$ cat src/rtl/phase_pkg.sv
// phase_pkg: shared encodings and helpers
// for the N-phase supply monitor.
package phase_pkg;

   typedef enum logic {
      DIR_FWD = 1'b0,
      DIR_REV = 1'b1
   } dir_e;

   localparam int PH_W = 3;

   typedef logic [PH_W-1:0] ph_idx_t;

   // Expected successor of idx when rotating in dir, wrapping mod nph.
   function automatic ph_idx_t next_ph(
      input ph_idx_t idx,
      input logic    dir,
      input int      nph
   );
      ph_idx_t w_top;
      w_top = ph_idx_t'(nph - 1);
      if (dir == DIR_FWD)
         return (idx == w_top) ? '0 : idx + ph_idx_t'(1);
      else
         return (idx == '0) ? w_top : idx - ph_idx_t'(1);
   endfunction

endpackage

$ cat src/rtl/phase_monitor_if.sv
// phase_monitor_if: sample strobe, direction,
// raw phases in; debounced status out.
interface phase_monitor_if #(
   parameter int NPH = 3
);
   logic           enable;
   logic           dir;
   logic [NPH-1:0] phase_in;
   logic [NPH-1:0] phase_db;
   logic [NPH-1:0] phase_rise;
   logic [NPH-1:0] missing;
   logic           any_missing;
   logic           rot_ok;
   logic           rot_rev;
   logic           ref_gate;

   modport master (
      output enable, dir, phase_in,
      input  phase_db, phase_rise, missing,
      input  any_missing, rot_ok, rot_rev, ref_gate
   );

   modport slave (
      input  enable, dir, phase_in,
      output phase_db, phase_rise, missing,
      output any_missing, rot_ok, rot_rev, ref_gate
   );
endinterface

$ cat src/rtl/phase_chan.sv
// phase_chan: one phase lane -- synchroniser,
// debounce, rise pulse and missing timer.
module phase_chan #(
   parameter int DEB_W      = 4,
   parameter int DEB_COUNT  = 12,
   parameter int MISS_W     = 8,
   parameter int MISS_TICKS = 200
) (
   input  logic clk,
   input  logic rst_n,
   input  logic i_en,
   input  logic i_ph,
   output logic o_db,
   output logic o_rise,
   output logic o_missing
);
   localparam logic [DEB_W-1:0]  DEB_LAST = DEB_W'(DEB_COUNT - 1);
   localparam logic [MISS_W-1:0] MISS_MAX = MISS_W'(MISS_TICKS);

   logic [1:0]        r_sync;
   logic [DEB_W-1:0]  r_cnt;
   logic              r_db;
   logic              r_db_q;
   logic              r_rise;
   logic [MISS_W-1:0] r_tmr;
   logic              w_s;

   assign w_s = r_sync[1];

   // Two-flop synchroniser for the asynchronous raw input.
   always_ff @(posedge clk or negedge rst_n) begin
      if (!rst_n) r_sync <= '0;
      else        r_sync <= {r_sync[0], i_ph};
   end

   // Debounce: toggle after DEB_COUNT consecutive differing ticks.
   always_ff @(posedge clk or negedge rst_n) begin
      if (!rst_n) begin
         r_cnt <= '0;
         r_db  <= 1'b0;
      end else if (w_s == r_db) begin
         r_cnt <= '0;
      end else if (i_en) begin
         if (r_cnt == DEB_LAST) begin
            r_db  <= ~r_db;
            r_cnt <= '0;
         end else begin
            r_cnt <= r_cnt + DEB_W'(1);
         end
      end
   end

   // Registered one-cycle pulse on a debounced rising edge.
   always_ff @(posedge clk or negedge rst_n) begin
      if (!rst_n) begin
         r_db_q <= 1'b0;
         r_rise <= 1'b0;
      end else begin
         r_db_q <= r_db;
         r_rise <= r_db & ~r_db_q;
      end
   end

   // Missing timer: ticks since last rise, saturating at the limit.
   always_ff @(posedge clk or negedge rst_n) begin
      if (!rst_n)                        r_tmr <= '0;
      else if (r_rise)                   r_tmr <= '0;
      else if (i_en && r_tmr != MISS_MAX) r_tmr <= r_tmr + MISS_W'(1);
   end

   assign o_db      = r_db;
   assign o_rise    = r_rise;
   assign o_missing = (r_tmr == MISS_MAX);

endmodule

$ cat src/rtl/phase_monitor.sv
// phase_monitor: N-phase mains monitor -- per-phase
// lanes plus rotation sequence qualification.
module phase_monitor
   import phase_pkg::*;
#(
   parameter int NPH        = 3,
   parameter int DEB_W      = 4,
   parameter int DEB_COUNT  = 12,
   parameter int MISS_W     = 8,
   parameter int MISS_TICKS = 200,
   parameter int ROT_W      = 4,
   parameter int ROT_MAX    = 15
) (
   input  logic            clk,
   input  logic            rst_n,
   phase_monitor_if.slave  bus
);
   localparam logic [ROT_W-1:0] RMAX = ROT_W'(ROT_MAX);

   logic [NPH-1:0]   w_db;
   logic [NPH-1:0]   w_rise;
   logic [NPH-1:0]   w_miss;
   logic             w_any;
   logic             w_single;
   logic             w_multi;
   logic             w_step_dir;
   logic             w_step_opp;
   ph_idx_t          w_k;
   ph_idx_t          w_last_n;
   logic             w_valid_n;
   logic [ROT_W-1:0] w_fwd_n;
   logic [ROT_W-1:0] w_rev_n;

   ph_idx_t          r_last;
   logic             r_valid;
   logic             r_dir_q;
   logic [ROT_W-1:0] r_fwd;
   logic [ROT_W-1:0] r_rev;
   logic             r_ok;
   logic             r_rv;

   for (genvar gi = 0; gi < NPH; gi++) begin : g_ch
      phase_chan #(
         .DEB_W      (DEB_W),
         .DEB_COUNT  (DEB_COUNT),
         .MISS_W     (MISS_W),
         .MISS_TICKS (MISS_TICKS)
      ) u_ch (
         .clk       (clk),
         .rst_n     (rst_n),
         .i_en      (bus.enable),
         .i_ph      (bus.phase_in[gi]),
         .o_db      (w_db[gi]),
         .o_rise    (w_rise[gi]),
         .o_missing (w_miss[gi])
      );
   end

   assign w_any    = |w_miss;
   assign w_single = ($countones(w_rise) == 1);
   assign w_multi  = ($countones(w_rise) > 1);

   // Index of the rising phase when exactly one rises.
   always_comb begin
      w_k = '0;
      for (int i = 0; i < NPH; i++)
         if (w_rise[i]) w_k = ph_idx_t'(i);
   end

   assign w_step_dir = r_valid &&
                       (w_k == next_ph(r_last, bus.dir, NPH));
   assign w_step_opp = r_valid &&
                       (w_k == next_ph(r_last, ~bus.dir, NPH));

   // Next tracker state; missing phases outrank any edge.
   always_comb begin
      w_fwd_n   = r_fwd;
      w_rev_n   = r_rev;
      w_last_n  = r_last;
      w_valid_n = r_valid;
      if (w_any || w_multi) begin
         w_fwd_n   = '0;
         w_rev_n   = '0;
         w_valid_n = 1'b0;
      end else if (w_single) begin
         w_fwd_n = '0;
         w_rev_n = '0;
         if (w_step_dir)
            w_fwd_n = (r_fwd == RMAX) ? RMAX : r_fwd + ROT_W'(1);
         else if (w_step_opp)
            w_rev_n = (r_rev == RMAX) ? RMAX : r_rev + ROT_W'(1);
         w_last_n  = w_k;
         w_valid_n = 1'b1;
      end
      if (bus.dir != r_dir_q) begin
         w_fwd_n = '0;
         w_rev_n = '0;
      end
   end

   // Tracker and registered rotation flags.
   always_ff @(posedge clk or negedge rst_n) begin
      if (!rst_n) begin
         r_last  <= '0;
         r_valid <= 1'b0;
         r_dir_q <= 1'b0;
         r_fwd   <= '0;
         r_rev   <= '0;
         r_ok    <= 1'b0;
         r_rv    <= 1'b0;
      end else begin
         r_last  <= w_last_n;
         r_valid <= w_valid_n;
         r_dir_q <= bus.dir;
         r_fwd   <= w_fwd_n;
         r_rev   <= w_rev_n;
         r_ok    <= (w_fwd_n == RMAX);
         r_rv    <= (w_rev_n == RMAX);
      end
   end

   assign bus.phase_db    = w_db;
   assign bus.phase_rise  = w_rise;
   assign bus.missing     = w_miss;
   assign bus.any_missing = w_any;
   assign bus.rot_ok      = r_ok;
   assign bus.rot_rev     = r_rv;
   assign bus.ref_gate    = w_db[0] & r_ok & ~w_any;

endmodule

$ cat src/flat_wrapper.sv
// flat-port wrapper written by rule: the top's interface ports become plain ports
module phase_monitor_flat import phase_pkg::*;
#(
   parameter int NPH        = 3,
   parameter int DEB_W      = 4,
   parameter int DEB_COUNT  = 12,
   parameter int MISS_W     = 8,
   parameter int MISS_TICKS = 200,
   parameter int ROT_W      = 4,
   parameter int ROT_MAX    = 15
)
  (clk, rst_n, bus_enable, bus_dir, bus_phase_in, bus_phase_db, bus_phase_rise, bus_missing, bus_any_missing, bus_rot_ok, bus_rot_rev, bus_ref_gate);
  phase_monitor_if #(.NPH(NPH)) bus_i ();
  input  logic clk;
  input  logic rst_n;
  input wire logic [$bits(bus_i.enable)-1:0] bus_enable;
  input wire logic [$bits(bus_i.dir)-1:0] bus_dir;
  input wire logic [$bits(bus_i.phase_in)-1:0] bus_phase_in;
  output wire logic [$bits(bus_i.phase_db)-1:0] bus_phase_db;
  output wire logic [$bits(bus_i.phase_rise)-1:0] bus_phase_rise;
  output wire logic [$bits(bus_i.missing)-1:0] bus_missing;
  output wire logic [$bits(bus_i.any_missing)-1:0] bus_any_missing;
  output wire logic [$bits(bus_i.rot_ok)-1:0] bus_rot_ok;
  output wire logic [$bits(bus_i.rot_rev)-1:0] bus_rot_rev;
  output wire logic [$bits(bus_i.ref_gate)-1:0] bus_ref_gate;
  assign bus_i.enable = bus_enable;
  assign bus_i.dir = bus_dir;
  assign bus_i.phase_in = bus_phase_in;
  assign bus_phase_db = bus_i.phase_db;
  assign bus_phase_rise = bus_i.phase_rise;
  assign bus_missing = bus_i.missing;
  assign bus_any_missing = bus_i.any_missing;
  assign bus_rot_ok = bus_i.rot_ok;
  assign bus_rot_rev = bus_i.rot_rev;
  assign bus_ref_gate = bus_i.ref_gate;
  phase_monitor #(.NPH(NPH), .DEB_W(DEB_W), .DEB_COUNT(DEB_COUNT), .MISS_W(MISS_W), .MISS_TICKS(MISS_TICKS), .ROT_W(ROT_W), .ROT_MAX(ROT_MAX)) u_core (.clk(clk), .rst_n(rst_n), .bus(bus_i));
endmodule
$ cat config.mk
export PLATFORM = sky130hd
export DESIGN_NAME = phase_monitor_flat
export DESIGN_NICKNAME = d
export VERILOG_FILES = /design/src/rtl/phase_pkg.sv /design/src/rtl/phase_monitor_if.sv /design/src/rtl/phase_chan.sv /design/src/rtl/phase_monitor.sv /design/src/flat_wrapper.sv
export SDC_FILE = /design/constraint.sdc
export NUM_CORES = 1
export LEC_CHECK = 0
export ABC_AREA = 1
export BUFFER_PORTS_ARGS = -buffer_cell sky130_fd_sc_hd__buf_4
export CORE_MARGIN = 1
export CORE_UTILIZATION = 30
export CTS_BUF_LIST = sky130_fd_sc_hd__clkbuf_4
export DETAILED_ROUTE_END_ITERATION = 16
export PLACE_DENSITY_LB_ADDON = 0.25
export SYNTH_ARGS = -nofsm -noshare
export SYNTH_HDL_FRONTEND = slang
export SYNTH_SLANG_ARGS = --single-unit
$ cat constraint.sdc
create_clock -name clk -period 2.2 [get_ports clk]
set_input_delay 0.11 -clock clk [delete_from_list [all_inputs] [get_ports clk]]
set_output_delay 0.11 -clock clk [all_outputs]
set_load 0.02 [all_outputs]
==> results.toml <==
[status]
outcome = "complete, but fails checks"
failed_checks = "design-rule violations"

[place]
dp_slack_ns = 0.195
postPlaceCellArea_um2 = 3830
portBuffers = 19
routabilityCongestion = 0.788
dp_hpwl_um = 5040

[grt]
globalRouteMet2Util_pct = 20.6
grt_busiest_layer = "met2"
track_usage_pct = 12.6
antenna_found_initial = 0
met1_usage_pct = 14.9
grt_pass1_vias = 2743
grt.overflow.total = 0
grt_max_degree = 66
grt_pass1_wl_um = 12300
grt_util_met3_pct = 3.77

[final_layout]
diodes = 0
design_area_um2 = 4000
drive_above_1_share_pct = 12.1
final_common_cell = "nand2_1"
syn2layout_area_growth_pct = 11.7
final_cell_mix = "nand2_1, dfrtp_1, inv_1, nand3_1, nor2_1"
fin_nets = 492

[logic_synthesis]
synth_nets = 464
async_flop_share_pct = 100
synth_area_um2 = 3580
yosysUniqueCellTypes = 29
synth-seq-area-share_pct = 45.5
synth_flop_cell = "dfrtp_1"
yosys.area.top_type_share_pct = 45.5
synth_area_leaders = "dfrtp_1, nand2_1, nand3_1"
synth-edff-count = 0
ys_warn_count = 0
ys_seq_elements = 65
synthCells = 438
syn_area_per_cell_um2 = 8.17
synth_top_area_cell = "dfrtp_1"

[worst_setup_path]
rr_worst_depth = 10
cp-end-kind = "flip-flop"
critPathMaxFanout = 5
reg2reg_from = "u_core.g_ch[1].u_ch.o_rise"
worstSetupPathType = "reg2reg"
arrival_ns = 2.31
reg2reg_to = "u_core.bus.rot_ok"
worstPathRequired_ns = 2.54
worstSetupStartpointType = "flip-flop"
rrSetupSlack_ns = 0.23

[power_and_ir_drop]
p_seq_share_pct = 56.8
intPower_uw = 1740
swShare_pct = 32.5
vdd_ir_drop_max_v = 0.000368
power_density_nw_per_um2 = 647
p_leak_uw = 0.00205
combPwrFrac_pct = 18.3
p_sw_uw = 841
power_frac_clock_pct = 24.9

[timing]
relSlewSlack_pct = 44.0
report.final.slew_viol_count = 0
finalWorstSetupSlack_ns = 0.231
finalClockSkew_ns = 0.0122
tightestPinTransition_ns = 0.841
rsz0062_at_grt = "no"
fin_crit_ns = 1.97
fin_tns_setup_ns = 0
fin_crit_sh_pct = 89.5
max_freq_ghz = 0.508
whs_ns = 0.0750
setup_violations = 0
hold_viol_final = 0

[floorplanning]
io_pins = 20
initial_core_util_pct = 31.1
rows = 39
die_w_um = 111
core-area_um2 = 11500
die_h_um = 111
die_area_um2 = 12400

[min_path]
holdPathEnd = "u_core.g_ch[2].u_ch.o_db"
hold_path.class = "in2reg"
holdCritStartpoint = "bus_enable"
holdPathStages = 3

[cts]
cts_tree = "done"
clockBufferDepth = 2
cts.sinks = 65
htree_num_levels = 3
ctsResizeCount = 0
cts_root_buf = "clkbuf_4"
clk_pin_slew_ns = 0.11
clk_latency_ns = 0.41
numCtsBuffers = 9

[route]
ant_nets = 0
avgRoutedWirePerCell_um = 11.8
routed_via_density = 4.73
routed_wl_um = 7220
first_iter_violations = 126
drc = 4
dr.pass1.iters = 10
num_vias = 2902

[run]
cap_violations = 0
[timing repair]
item / CTS / global route
buffers inserted: 0 / 1
hold buffers: 5 / 0
hold endpoints to repair: 69 / 0
endpoints found under the setup margin: 0 / 2
[per-stage QoR]
step                power [uW]  cells  utilization [%]
floorplan                 1820    438                -
global placement          1950    591             33.3
finish                    2580    614             34.7
global route              2780    614             34.7
detailed placement        1960    591             33.3
CTS                       2640    612             34.6
[worst max path at each step]
stage                               start                  to  slack, ns  cells after the start
4_1_cts        u_core.g_ch[1].u_ch.o_rise   u_core.bus.rot_ok       0.16                     10
3_3_place_gp   u_core.g_ch[1].u_ch.o_rise   u_core.bus.rot_ok       0.22                     10
2_1_floorplan  u_core.g_ch[1].u_ch.o_rise  u_core.bus.rot_rev       0.23                     11
6_report       u_core.g_ch[1].u_ch.o_rise   u_core.bus.rot_ok       0.23                     10
3_5_place_dp   u_core.g_ch[1].u_ch.o_rise   u_core.bus.rot_ok       0.19                     10
5_1_grt        u_core.g_ch[1].u_ch.o_rise  u_core.bus.rot_rev       0.04                     10
[layout make-up]
type	instances	area, um^2
clock buffers	10	75.1
clock inverters	6	25.0
fillers	1194	7520
inverters	70	265
multi-input cells	291	1600
flip-flops and latches	65	1630
well taps	143	179
repair buffers	29	230
[power by group through the flow]
stage | Clock (uW) | Sequential (uW) | Combinational (uW)
floorplan | 0 | 1460 | 362
global placement | 0 | 1490 | 457
detailed placement | 0 | 1490 | 468
CTS | 692 | 1470 | 477
global route | 736 | 1490 | 554
finish | 645 | 1470 | 473
[sequential cells by signal (all words and copies together), names as in the netlist]
signal / count
u_core.g_ch.u_ch.r_tmr: 24
u_core.bus.rot_rev: 1
u_core.g_ch.u_ch.o_rise: 3
u_core.g_ch.u_ch.r_cnt: 12
u_core.bus.rot_ok: 1
u_core.g_ch.u_ch.r_db_q: 3
u_core.r_fwd: 4
u_core.g_ch.u_ch.o_db: 3
u_core.g_ch.u_ch.r_sync: 6
u_core.r_valid: 1
u_core.r_last: 2
u_core.r_rev: 4
u_core.r_dir_q: 1
[kinds of logic (layout without fill, tap and decap cells)]
family                     count (synthesis)  count (layout)  synth area share, %
DFF                                       65              65                 45.5
adders and majority gates                 19              19                 6.85
xor gates and xnor gates                   8               8                 1.96
AOI/OAI and AO/OA                         67              67                 10.5
and+or+nand+nor                          196             197                 25.1
buffers and inverters                     83             115                 10.1
[worst max-delay path, cell delays in order, from the launching register on]
cell and delay [ns]:
dfrtp_1 0.39, ha_1 0.29, ha_1 0.18, ha_1 0.18, nor2_1 0.12, nand2_2 0.11
nor2_2 0.25, nand3_1 0.14, nand2_1 0.08, nand3_1 0.06, nor2_1 0.10
[cells in the mapped netlist (2+ instances only)]
cell and n:
xor2_1 6, ha_1 18, nor2_4 4, inv_2 5, nand4_1 4, o21ai_0 30
nand2_1 83, xnor2_1 2, nor2_1 32, o31ai_1 3, a211oi_1 3, nand3_1 51
nor3_1 11, and3_1 2, nand3_2 2, buf_4 10, nand2_2 6, inv_1 64
buf_2 2, a32o_1 3, dfrtp_1 65, a21oi_1 25
[routing by layer]
| layer | part of all wire [%] | wire [um] |
|---|---|---|
| met1 | 48 | 3490 |
| met2 | 47 | 3400 |
| met3 | 3.8 | 272 |
| met4 | 0.75 | 54 |
| met5 | 0 | 0 |
(Power assumes the default switching activity.)
